<file path="config.mk">
export PLATFORM = sky130hd
export DESIGN_NAME = axis_pkt_monitor_flat
export DESIGN_NICKNAME = d
export VERILOG_FILES = /design/src/rtl/axis_pkt_monitor_if.sv /design/src/rtl/axis_pkt_monitor.sv /design/src/flat_wrapper.sv
export SDC_FILE = /design/constraint.sdc
export NUM_CORES = 1
export LEC_CHECK = 0
export ABC_CLOCK_PERIOD_IN_PS = 2150
export CORE_MARGIN = 4
export CORE_UTILIZATION = 50
export CTS_BUF_LIST = sky130_fd_sc_hd__clkbuf_2 sky130_fd_sc_hd__clkbuf_4 sky130_fd_sc_hd__clkbuf_8
export CTS_CLUSTER_SIZE = 30
export DETAILED_ROUTE_END_ITERATION = 8
export GPL_TIMING_DRIVEN = 1
export MAX_ROUTING_LAYER = met4
export PLACE_DENSITY_LB_ADDON = 0.05
export SYNTH_ARGS = -nofsm -noshare
export SYNTH_HDL_FRONTEND = slang
export SYNTH_SLANG_ARGS = --single-unit
</file>
<file path="constraint.sdc">
create_clock -name aclk -period 2.15 [get_ports aclk]
set_clock_uncertainty 0.05 [all_clocks]
set_input_delay 0.215 -clock aclk [delete_from_list [all_inputs] [get_ports aclk]]
set_output_delay 0.215 -clock aclk [all_outputs]
set_load 0.01 [all_outputs]
</file>
<file path="src/rtl/axis_pkt_monitor_if.sv">
// rtl/axis_pkt_monitor_if.sv - byte stream in and per-packet status record out of axis_pkt_monitor
interface axis_pkt_monitor_if #(
    parameter int LEN_W = 7
);
    logic [7:0]       s_tdata;
    logic             s_tvalid;
    logic             s_tlast;
    logic             stat_valid;
    logic             stat_ready;
    logic [LEN_W-1:0] stat_len;
    logic [15:0]      stat_sum;
    logic             stat_err;

    modport slave (
        input  s_tdata, s_tvalid, s_tlast, stat_ready,
        output stat_valid, stat_len, stat_sum, stat_err
    );

    modport master (
        output s_tdata, s_tvalid, s_tlast, stat_ready,
        input  stat_valid, stat_len, stat_sum, stat_err
    );
endinterface

</file>
<file path="src/rtl/axis_pkt_monitor.sv">
// rtl/axis_pkt_monitor.sv - per-packet length/sum/oversize accounting with a one-deep status register
module axis_pkt_monitor #(
    parameter int MAX_LEN = 64,
    localparam int LEN_W  = $clog2(MAX_LEN + 1)
) (
    input  logic                aclk,
    input  logic                areset,
    axis_pkt_monitor_if.slave   s,
    output logic                busy,
    output logic [15:0]         pkt_cnt,
    output logic [7:0]          drop_cnt
);
    typedef enum logic [1:0] {
        IDLE     = 2'd0,
        ACTIVE   = 2'd1,
        OVERSIZE = 2'd2
    } state_t;

    state_t           state_q, state_d;
    logic [LEN_W-1:0] len_q, len_d;
    logic [15:0]      sum_q, sum_d;

    // Record as it would look including the current beat.
    logic [LEN_W-1:0] rec_len;
    logic [15:0]      rec_sum;
    logic             rec_err;

    logic             stat_valid_q;
    logic [LEN_W-1:0] stat_len_q;
    logic [15:0]      stat_sum_q;
    logic             stat_err_q;

    logic             beat, complete, pop, load;

    assign beat     = s.s_tvalid;
    assign complete = s.s_tvalid & s.s_tlast;
    assign pop      = stat_valid_q & s.stat_ready;
    assign load     = complete & (~stat_valid_q | pop);

    always_ff @(posedge aclk) begin
        if (areset) begin
            state_q <= IDLE;
            len_q   <= '0;
            sum_q   <= '0;
        end else begin
            state_q <= state_d;
            len_q   <= len_d;
            sum_q   <= sum_d;
        end
    end

    always_comb begin
        state_d = state_q;
        rec_len = len_q;
        rec_sum = sum_q;
        rec_err = 1'b0;
        unique case (state_q)
            IDLE: begin
                rec_len = LEN_W'(1);
                rec_sum = {8'h00, s.s_tdata};
                if (beat && !s.s_tlast) state_d = ACTIVE;
            end
            ACTIVE: begin
                // A full packet does not count or sum the extra byte; it only marks the error.
                if (len_q == LEN_W'(MAX_LEN)) begin
                    rec_err = 1'b1;
                    if (beat) state_d = OVERSIZE;
                end else begin
                    rec_len = len_q + LEN_W'(1);
                    rec_sum = sum_q + {8'h00, s.s_tdata};
                end
            end
            OVERSIZE: begin
                rec_err = 1'b1;
            end
            default: begin
                state_d = IDLE;
            end
        endcase
        if (complete) state_d = IDLE;

        len_d = len_q;
        sum_d = sum_q;
        if (complete) begin
            len_d = '0;
            sum_d = '0;
        end else if (beat) begin
            len_d = rec_len;
            sum_d = rec_sum;
        end
    end

    always_ff @(posedge aclk) begin
        if (areset) begin
            stat_valid_q <= 1'b0;
            stat_len_q   <= '0;
            stat_sum_q   <= '0;
            stat_err_q   <= 1'b0;
            pkt_cnt      <= '0;
            drop_cnt     <= '0;
        end else begin
            if (load) begin
                stat_valid_q <= 1'b1;
                stat_len_q   <= rec_len;
                stat_sum_q   <= rec_sum;
                stat_err_q   <= rec_err;
            end else if (pop) begin
                stat_valid_q <= 1'b0;
            end
            if (complete) begin
                pkt_cnt <= pkt_cnt + 16'd1;
                if (!load && drop_cnt != 8'hFF) drop_cnt <= drop_cnt + 8'd1;
            end
        end
    end

    assign s.stat_valid = stat_valid_q;
    assign s.stat_len   = stat_len_q;
    assign s.stat_sum   = stat_sum_q;
    assign s.stat_err   = stat_err_q;
    assign busy         = (state_q != IDLE);
endmodule

</file>
<file path="src/flat_wrapper.sv">
// flat-port wrapper written by rule: the top's interface ports become plain ports
module axis_pkt_monitor_flat 
#(
    parameter int MAX_LEN = 64,
    localparam int LEN_W  = $clog2(MAX_LEN + 1)
)
  (aclk, areset, busy, pkt_cnt, drop_cnt, s_s_tdata, s_s_tvalid, s_s_tlast, s_stat_ready, s_stat_valid, s_stat_len, s_stat_sum, s_stat_err);
  axis_pkt_monitor_if #(.LEN_W((7))) s_i ();
  input  logic aclk;
  input  logic areset;
  output logic busy;
  output logic [15:0] pkt_cnt;
  output logic [7:0] drop_cnt;
  input wire logic [$bits(s_i.s_tdata)-1:0] s_s_tdata;
  input wire logic [$bits(s_i.s_tvalid)-1:0] s_s_tvalid;
  input wire logic [$bits(s_i.s_tlast)-1:0] s_s_tlast;
  input wire logic [$bits(s_i.stat_ready)-1:0] s_stat_ready;
  output wire logic [$bits(s_i.stat_valid)-1:0] s_stat_valid;
  output wire logic [$bits(s_i.stat_len)-1:0] s_stat_len;
  output wire logic [$bits(s_i.stat_sum)-1:0] s_stat_sum;
  output wire logic [$bits(s_i.stat_err)-1:0] s_stat_err;
  assign s_i.s_tdata = s_s_tdata;
  assign s_i.s_tvalid = s_s_tvalid;
  assign s_i.s_tlast = s_s_tlast;
  assign s_i.stat_ready = s_stat_ready;
  assign s_stat_valid = s_i.stat_valid;
  assign s_stat_len = s_i.stat_len;
  assign s_stat_sum = s_i.stat_sum;
  assign s_stat_err = s_i.stat_err;
  axis_pkt_monitor #(.MAX_LEN(MAX_LEN)) u_core (.aclk(aclk), .areset(areset), .s(s_i), .busy(busy), .pkt_cnt(pkt_cnt), .drop_cnt(drop_cnt));
endmodule
</file>
==> results.toml, run 1 <==
[drt]
drt_iter0_markers = 185
wl_mm = 10.47
vias = 3872
dr.pass1.iters = 5
wl_met2_mm = 4.932
top_layer = "met4"
routed-wl-met3_um = 582
antenna_left = 0
wire_per_inst_um = 15.37
drc = 0
wl_met1_mm = 4.766
vias_per_cell = 5.686

[power]
pwr-share-clk = 0.315
p_comb_frac = 0.216
switching_share = 0.3000
total_leakage_power_nw = 1.909
ir_worst_vdd_uv = 379.7
power_frac_seq = 0.468
p_total_mw = 3.109
switchingPower_uw = 932.7
internal_power_mw = 2.176
power_density_mw_per_mm2 = 583.6

[grt]
grt_first_pass_wirelength_mm = 16.64
grt_max_degree = 42
gr-total-overflow = 0
grt_usage = 0.2173
antenna_found_initial = 0
grt_pass1_vias = 3567

[worst_setup_path]
worst_r2r_endpoint = "u_core.s.stat_sum[13]"
crit_chain = "clkdlybuf4s50_1, ha_1, a211oi_2, buf_4, nor3_4, o211ai_1, mux2_4, a211oi_2"
setup.worst_path.start = "s_s_tdata[1]"
crit_slowest_cell = "clkdlybuf4s50_1"
critPathLaunchType = "input port"
cp-endpoint = "u_core.s.stat_sum[13]"
crit_fanout = 4
crit_top_cell = "a211oi_2"
crit_path_end_kind = "flop"
cp_num_cells = 8
path_delay_family = "buffers and inverters"
reg2reg_slack_ns = 0.12
worstSetupPathType = "input port to flop"
cp_slowest_stage_delay_ns = 0.54
critPathBufInv = 2
cp.required_ns = 2.38
timing.rr.start = "u_core.sum_q[1]"
r2r_cells = 7
arrival_ns = 2.28

[final_layout]
final_nets = 603
drive_above_1_share = 0.1831
fin_util = 0.6894
synthToLayoutAreaGrowth_pct = 34.11
stdcell_count = 681
seqCellArea_mm2 = 0.001485
multiInputGateArea_mm2 = 0.002505
num-fill-cells = 654
antenna_cells = 0

[floorplan]
die_w_um = 97.14
num_rows = 32
die_area_mm2 = 0.009435
start_util = 0.5141
io_pins = 63
die_y_um = 97.14
core-area_mm2 = 0.007727

[timing]
hold_slack_ns = 0.2181
fin_crit_sh = 0.9520
grt_setup_unrepaired = "false"
tightestPinTransition_ns = 0.6904
post-route-min-period_ns = 2.047
fmax_ghz = 0.4886
maxSlewViolCount = 0
slew_headroom = 0.5377
hold_viol = 0
report.final.setup_viol = 0

[synth]
synth_edf_count = 0
yosys_warnings = 0
synth_top_cell_area_share = 0.3729
syn_area_per_cell_um2 = 8.311
yosysTopAreaCell = "dfxtp_1"
ys_async_sr_fraction = 0
synthTopCellsByArea = "dfxtp_1 (37%), nor2_1 (5.7%), a21oi_1 (4.9%)"
netlist_instances = 478
synth_flop_cell = "dfxtp_1"
ys_seq_area_frac = 0.3729
synth_nets = 507
ys_types = 53
yosys-top-cells-count = "dfxtp_1 (74), nor2_1 (60), a21oi_1 (39)"
yosysMostFrequentCell = "dfxtp_1"
synth_area_mm2 = 0.003973
ys_ff_latch = 74

[placed_design]
io_buffers = 62
place_inst = 661
gp_congestion = 0.8591
post-dp-hpwl_mm = 7.422

[hold_path]
hp-class = "input port to flop"

[clocking]
cts_num_sinks = 74
clk_pin_slew_ns = 0.08
cts-root-buf = "clkbuf_8"
cts_tree = "done"
cts_buffer_depth = 2
clock_latency_ns = 0.35
cts.hold.buffers_added = 0
htreeDepth = 3
cts_made_buffers = 9

[flow_run]
max-cap-violations = 0

[status]
outcome = "complete, no violations"
-- layout by cell type, fill, tap and decap left out, types with 4 or more instances in the layout --
cell	count
a21oi_1	37
dfxtp_1	71
xor2_1	9
nand2b_1	12
nor3_1	7
or2_2	7
clkbuf_8	9
mux2i_1	6
a211oi_2	4
and2_1	4
o21ai_0	23
clkdlybuf4s50_1	60
inv_1	11
a211oi_1	11
a21o_1	4
o31ai_1	4
a22o_1	5
nor2_1	59
ha_1	7
and3_1	6
o211ai_1	11
a31oi_1	7
xnor2_1	17
ha_4	7
nand4_1	7
a311oi_1	5
nand2_1	24
or3_1	9
a22oi_1	4
nor4_1	4
nand3_1	23
buf_4	47
-- sequential cells by signal, indices dropped and copies added, names as in the netlist --
| register | count |
|---|---|
| u_core.s.stat_err | 1 |
| u_core.sum_q | 16 |
| u_core.pkt_cnt | 16 |
| u_core.s.stat_valid | 1 |
| u_core.state_q | 2 |
| u_core.s.stat_len | 7 |
| u_core.len_q | 7 |
| u_core.s.stat_sum | 16 |
| u_core.drop_cnt | 8 |
-- through the flow --
step / setup TNS, ns / instance area (um^2) / worst slack (ns)
floorplan: 0 / 3973 / 0.03681
global placement: -6.470 / 4955 / -0.4205
detailed placement: -7.397 / 4955 / -0.4752
CTS: 0 / 5150 / 0.006705
global route: 0 / 5328 / 0.003339
finish: 0 / 5328 / 0.1033
-- how the worst min path moves through the flow --
stage,start,slack (ns),endpoint,depth (start not counted)
after floorplan,s_stat_ready,0.37,u_core.s.stat_valid,2
after global placement,u_core.s.stat_sum[3],0.40,u_core.s.stat_sum[3],2
after detailed placement,u_core.s.stat_sum[3],0.40,u_core.s.stat_sum[3],2
after CTS,areset,0.20,u_core.sum_q[12],2
after global routing,areset,0.22,u_core.s.stat_sum[13],2
final,areset,0.22,u_core.s.stat_sum[13],2
-- per-layer routing --
metal | track usage | up-vias
met5 | - | -
met4 | 0.07235 | 0
met3 | 0.04307 | 17
met2 | 0.3471 | 116
met1 | 0.2765 | 1802
li1 | - | 1937
-- worst register-to-register path: stages, from the launching register on --
cell and delay [ns]:
dfxtp_2 0.35, ha_1 0.33, a211oi_2 0.20, buf_4 0.17, nor3_4 0.05, o211ai_1 0.30, mux2_4 0.34, a211oi_2 0.17
-- power by group through the flow --
stage | sequential, mW | clock, mW | combinational [mW]
3_5_place_dp | 1.48 | 0 | 0.610
6_report | 1.46 | 0.981 | 0.673
2_1_floorplan | 1.49 | 0 | 0.336
3_3_place_gp | 1.48 | 0 | 0.601
5_1_grt | 1.46 | 1.07 | 0.733
4_1_cts | 1.45 | 1.01 | 0.617
-- cell type report --
type                       count  share of cell area
tap                          102             0.02395
timing repair buffer         110              0.1860
sequential                    74              0.2788
multi-input combinational    367              0.4702
clock buffer                  10             0.02466
inverter                      12            0.008455
clock inverter                 6            0.007985
-- cells by family (layout without fill, tap and decap cells) --
kind of cell | Yosys count | count (layout) | synth area share
compound gates | 136 | 136 | 0.2243
simple gates | 179 | 179 | 0.2287
flops | 74 | 74 | 0.3729
mux | 10 | 10 | 0.02646
fa+ha+maj | 16 | 16 | 0.05228
buf+inv | 37 | 138 | 0.03811
xor+xnor | 26 | 26 | 0.05732
-- what timing repair did --
action | in CTS | in global routing
setup buffers | 0 | 4
gates resized for setup | 4 | 30
endpoints found under the setup margin | 7 | 18
pin swaps | 1 | 8
(Power assumes the default switching activity.)
==> run 2, diff against run 1 <==
CAP_MARGIN = 5   (was not set)
SETUP_SLACK_MARGIN = 0.02   (was not set)
SKIP_CTS_REPAIR_TIMING = 1   (was not set)
==> results.toml, run 2 (same netlist as run 1, synthesis figures left out) <==
[grt]
grt_max_degree = 42
grt_first_pass_wirelength_mm = 16.59
grt_pass1_vias = 3562
grt_usage = 0.2169
antenna_found_initial = 0
gr-total-overflow = 0

[power]
internal_power_mw = 2.178
switching_share = 0.3004
pwr-share-clk = 0.315
power_frac_seq = 0.467
p_comb_frac = 0.218
total_leakage_power_nw = 1.907
switchingPower_uw = 935.2
power_density_mw_per_mm2 = 583.1
ir_worst_vdd_uv = 333.0
p_total_mw = 3.113

[flow_run]
max-cap-violations = 0

[timing]
maxSlewViolCount = 0
grt_setup_unrepaired = "true"
layout_setup_ws_ns = -0.02815
hold_viol = 0
report.final.setup_viol = 1
fin_tns_setup_ns = -0.02815
fmax_ghz = 0.4591
tightestPinTransition_ns = 0.6904
slew_headroom = 0.5377
post-route-min-period_ns = 2.178
fin_crit_sh = 1.013

[placed_design]
dpl_cell_area_mm2 = 0.004955
post-dp-hpwl_mm = 7.422
gp_congestion = 0.8591
place_ws_ns = -0.4752
io_buffers = 62

[clocking]
clock_latency_ns = 0.35
cts-root-buf = "clkbuf_8"
cts_num_sinks = 74
cts_buffer_depth = 2
htreeDepth = 3
clk_pin_slew_ns = 0.09
cts_made_buffers = 9
cts_tree = "done"

[worst_setup_path]
timing.rr.start = "u_core.sum_q[1]"
r2r_cells = 7
arrival_ns = 2.41
crit_chain = "clkdlybuf4s50_1, ha_1, a211oi_1, buf_4, nor3_4, o211ai_1, mux2_2, a211oi_2"
crit_slowest_cell = "clkdlybuf4s50_1"
crit_fanout = 4
worstSetupPathType = "input port to flop"
critPathLaunchType = "input port"
worst_r2r_endpoint = "u_core.s.stat_sum[13]"
reg2reg_slack_ns = 0.01
cp.required_ns = 2.38
crit_path_end_kind = "flop"
cp_slowest_stage_delay_ns = 0.49

[final_layout]
final_nets = 604
layout_commonest_cell = "dfxtp_1"
drive_above_1_share = 0.1793
final_cell_area_mm2 = 0.005339
most-common-layout-cells = "dfxtp_1 (72), clkdlybuf4s50_1 (60), nor2_1 (59)"
synthToLayoutAreaGrowth_pct = 34.39
antenna_cells = 0

[floorplan]
io_pins = 63
die_y_um = 97.14
num_rows = 32
die_w_um = 97.14
die_area_mm2 = 0.009435
core-area_mm2 = 0.007727
start_util = 0.5141

[drt]
wire_per_inst_um = 15.46
vias = 3876
vias_per_cell = 5.683
drt_iter0_markers = 145
dr.pass1.iters = 4
antenna_left = 0
wl_mm = 10.54
drc = 0

[hold_path]
hp-class = "input port to flop"
holdPathStages = 2
worstHoldEndpoint = "u_core.s.stat_sum[13]"
worstHoldStart = "areset"

[status]
violations = "negative setup slack"
outcome = "finished with violations"
-- run 2: changes by cell type in the layout (fill, tap and decap cells not counted), sizes merged --
cell,delta
buf,+1
-- run 2: how the worst max path moves through the flow --
stage	depth (start not counted)	to	slack, ns	from
finish	8	u_core.s.stat_sum[13]	-0.03	s_s_tdata[1]
global route	8	u_core.s.stat_sum[13]	-0.09	s_s_tdata[1]
CTS	7	u_core.s.stat_sum[6]	-0.09	u_core.sum_q[0]
detailed placement	8	u_core.s.stat_sum[6]	-0.48	s_s_tdata[0]
global placement	8	u_core.s.stat_sum[6]	-0.42	s_s_tdata[0]
floorplan	7	u_core.s.stat_sum[6]	0.04	u_core.sum_q[0]
-- run 2: power groups by stage --
stage,Sequential (mW),Combinational (mW),Clock (mW)
2_1_floorplan,1.49,0.336,0
3_3_place_gp,1.48,0.601,0
3_5_place_dp,1.48,0.610,0
4_1_cts,1.45,0.613,1.01
5_1_grt,1.46,0.738,1.07
6_report,1.45,0.678,0.980
-- run 2: area by class of cell --
type	count	area, um^2
multi-input cells	367	2510
clock inverters	6	42.54
inverters	12	45.04
clock buffers	10	131.4
well taps	102	127.6
fillers	645	2389
flip-flops and latches	74	1484
repair buffers	111	998.5
-- run 2: through the flow --
step / hold slack, ns / std cells / util
global placement: 0.3992 / 661 / 0.6412
detailed placement: 0.4022 / 661 / 0.6412
floorplan: 0.3722 / 478 / -
global route: 0.2134 / 682 / 0.6909
finish: 0.2099 / 682 / 0.6909
CTS: 0.1996 / 677 / 0.6637
-- run 2: routing by layer --
metal / vias up / global-route usage / share of wire
met1: 1814 / 0.2765 / 0.46
met5: - / - / 0
li1: 1936 / - / -
met4: 0 / 0.07235 / 0.018
met3: 20 / 0.04307 / 0.048
met2: 106 / 0.3455 / 0.48
-- run 2: worst max-delay path, delay by kind of cell --
| kind | cells | cell delay [ns] |
|---|---|---|
| compound gates | 3 | 0.73 |
| mux | 1 | 0.38 |
| simple gates | 1 | 0.06 |
| buf+inv | 2 | 0.67 |
| fa+ha+maj | 1 | 0.36 |
==> run 3, diff against run 2 <==
CORE_MARGIN = 8   (was 4)
==> results.toml, run 3 (same netlist as run 1, synthesis figures left out) <==
[status]
outcome = "complete, no violations"

[grt]
antenna_found_initial = 0
grt_pass1_vias = 3872
grt_usage = 0.2055
grt_max_degree = 46
gr-total-overflow = 0
grt_first_pass_wirelength_mm = 18.59

[drt]
wl_mm = 11.07
vias_per_cell = 5.688
drt_iter0_markers = 178
vias = 3896
dr.pass1.iters = 5
wire_per_inst_um = 16.16
antenna_left = 0
drc = 0

[clocking]
cts-root-buf = "clkbuf_8"
cts_tree = "done"
clock_latency_ns = 0.35
clk_pin_slew_ns = 0.08
cts_num_sinks = 74
cts_buffer_depth = 2
cts_made_buffers = 9
htreeDepth = 3

[final_layout]
stdcell_count = 685
num-fill-cells = 634
drive_above_1_share = 0.1904
final_nets = 607
final_cell_area_mm2 = 0.005405
most-common-layout-cells = "dfxtp_1 (69), nor2_1 (59), clkdlybuf4s50_1 (56)"
antenna_cells = 0
synthToLayoutAreaGrowth_pct = 36.06
layout_commonest_cell = "dfxtp_1"

[timing]
fin_tns_setup_ns = 0
grt_setup_unrepaired = "true"
post-route-min-period_ns = 2.093
tightestPinTransition_ns = 0.4844
report.final.setup_viol = 0
fin_crit_sh = 0.9735
maxSlewViolCount = 0
fmax_ghz = 0.4778
hold_slack_ns = 0.1535
slew_headroom = 0.6770
layout_setup_ws_ns = 0.05700
hold_viol = 0

[worst_setup_path]
cp_slowest_stage_delay_ns = 0.36
critPathLaunchType = "flop"
crit_chain = "ha_4, o211ai_1, buf_4, nor3_4, buf_4, o2111ai_4, or2_1, a311oi_1"
crit_path_end_kind = "flop"
crit_top_cell = "buf_4"
cp.required_ns = 2.36
path_delay_family = "simple AND/OR/NAND/NOR gates"
crit_fanout = 5
worstSetupPathType = "flop to flop"
arrival_ns = 2.31
crit_slowest_cell = "dfxtp_2"
critPathBufInv = 2

[floorplan]
io_pins = 63
die_y_um = 105.1
die_area_mm2 = 0.01105
num_rows = 32
start_util = 0.5141
die_w_um = 105.1
core-area_mm2 = 0.007727

[hold_path]
hp-class = "input port to flop"

[power]
total_leakage_power_nw = 1.974
power_density_mw_per_mm2 = 599.8
ir_worst_vdd_uv = 334.6

[placed_design]
dpl_cell_area_mm2 = 0.004970
place_ws_ns = -0.4967
post-dp-hpwl_mm = 7.839
gp_congestion = 0.8942
io_buffers = 62
place_inst = 663

[flow_run]
max-cap-violations = 0
==> run 3: worst paths after layout <==
path                      endpoint  slack [ns]                  from  depth (start not counted)
max          u_core.s.stat_sum[11]        0.06       u_core.sum_q[2]                          8
min reg2reg   u_core.s.stat_sum[3]        0.41  u_core.s.stat_sum[3]                          2
min          u_core.s.stat_sum[10]        0.15                areset                          2
max reg2reg  u_core.s.stat_sum[11]        0.06       u_core.sum_q[2]                          8
==> run 3: report_power, final <==
group | switching (mW) | internal (mW)
logic | 0.353 | 0.326
clock network | 0.538 | 0.568
registers | 0.0384 | 1.42
total | 0.929 | 2.31
==> run 3: stage by stage <==
stage	power, mW	util
5_1_grt	3.394	0.6995
3_3_place_gp	2.086	0.6431
2_1_floorplan	1.830	-
6_report	3.242	0.6995
4_1_cts	3.196	0.6692
3_5_place_dp	2.098	0.6431
==> run 3: routing by layer <==
layer | wire length [um] | GRT usage | up-vias
li1 | - | - | 1928
met1 | 5084 | 0.2387 | 1832
met2 | 5201 | 0.3484 | 117
met3 | 604 | 0.03870 | 19
met4 | 180 | 0.06728 | 0
met5 | 0 | - | -
==> run 3: worst reg2reg max path, cell delays in order (launching register included) <==
cell and delay [ns]:
dfxtp_2 0.36, ha_4 0.30, o211ai_1 0.08, buf_4 0.15
nor3_4 0.26, buf_4 0.17, o2111ai_4 0.14, or2_1 0.24
a311oi_1 0.26
==> run 3: cell type report <==
cell class | instances | area, um^2 | area share
clock buffer | 10 | 137.6 | 0.02546
clock inverter | 6 | 63.81 | 0.01181
sequential | 74 | 1488 | 0.2752
timing repair buffer | 114 | 1031 | 0.1907
multi-input combinational | 367 | 2512 | 0.4648
inverter | 12 | 45.04 | 0.008333
tap | 102 | 127.6 | 0.02361
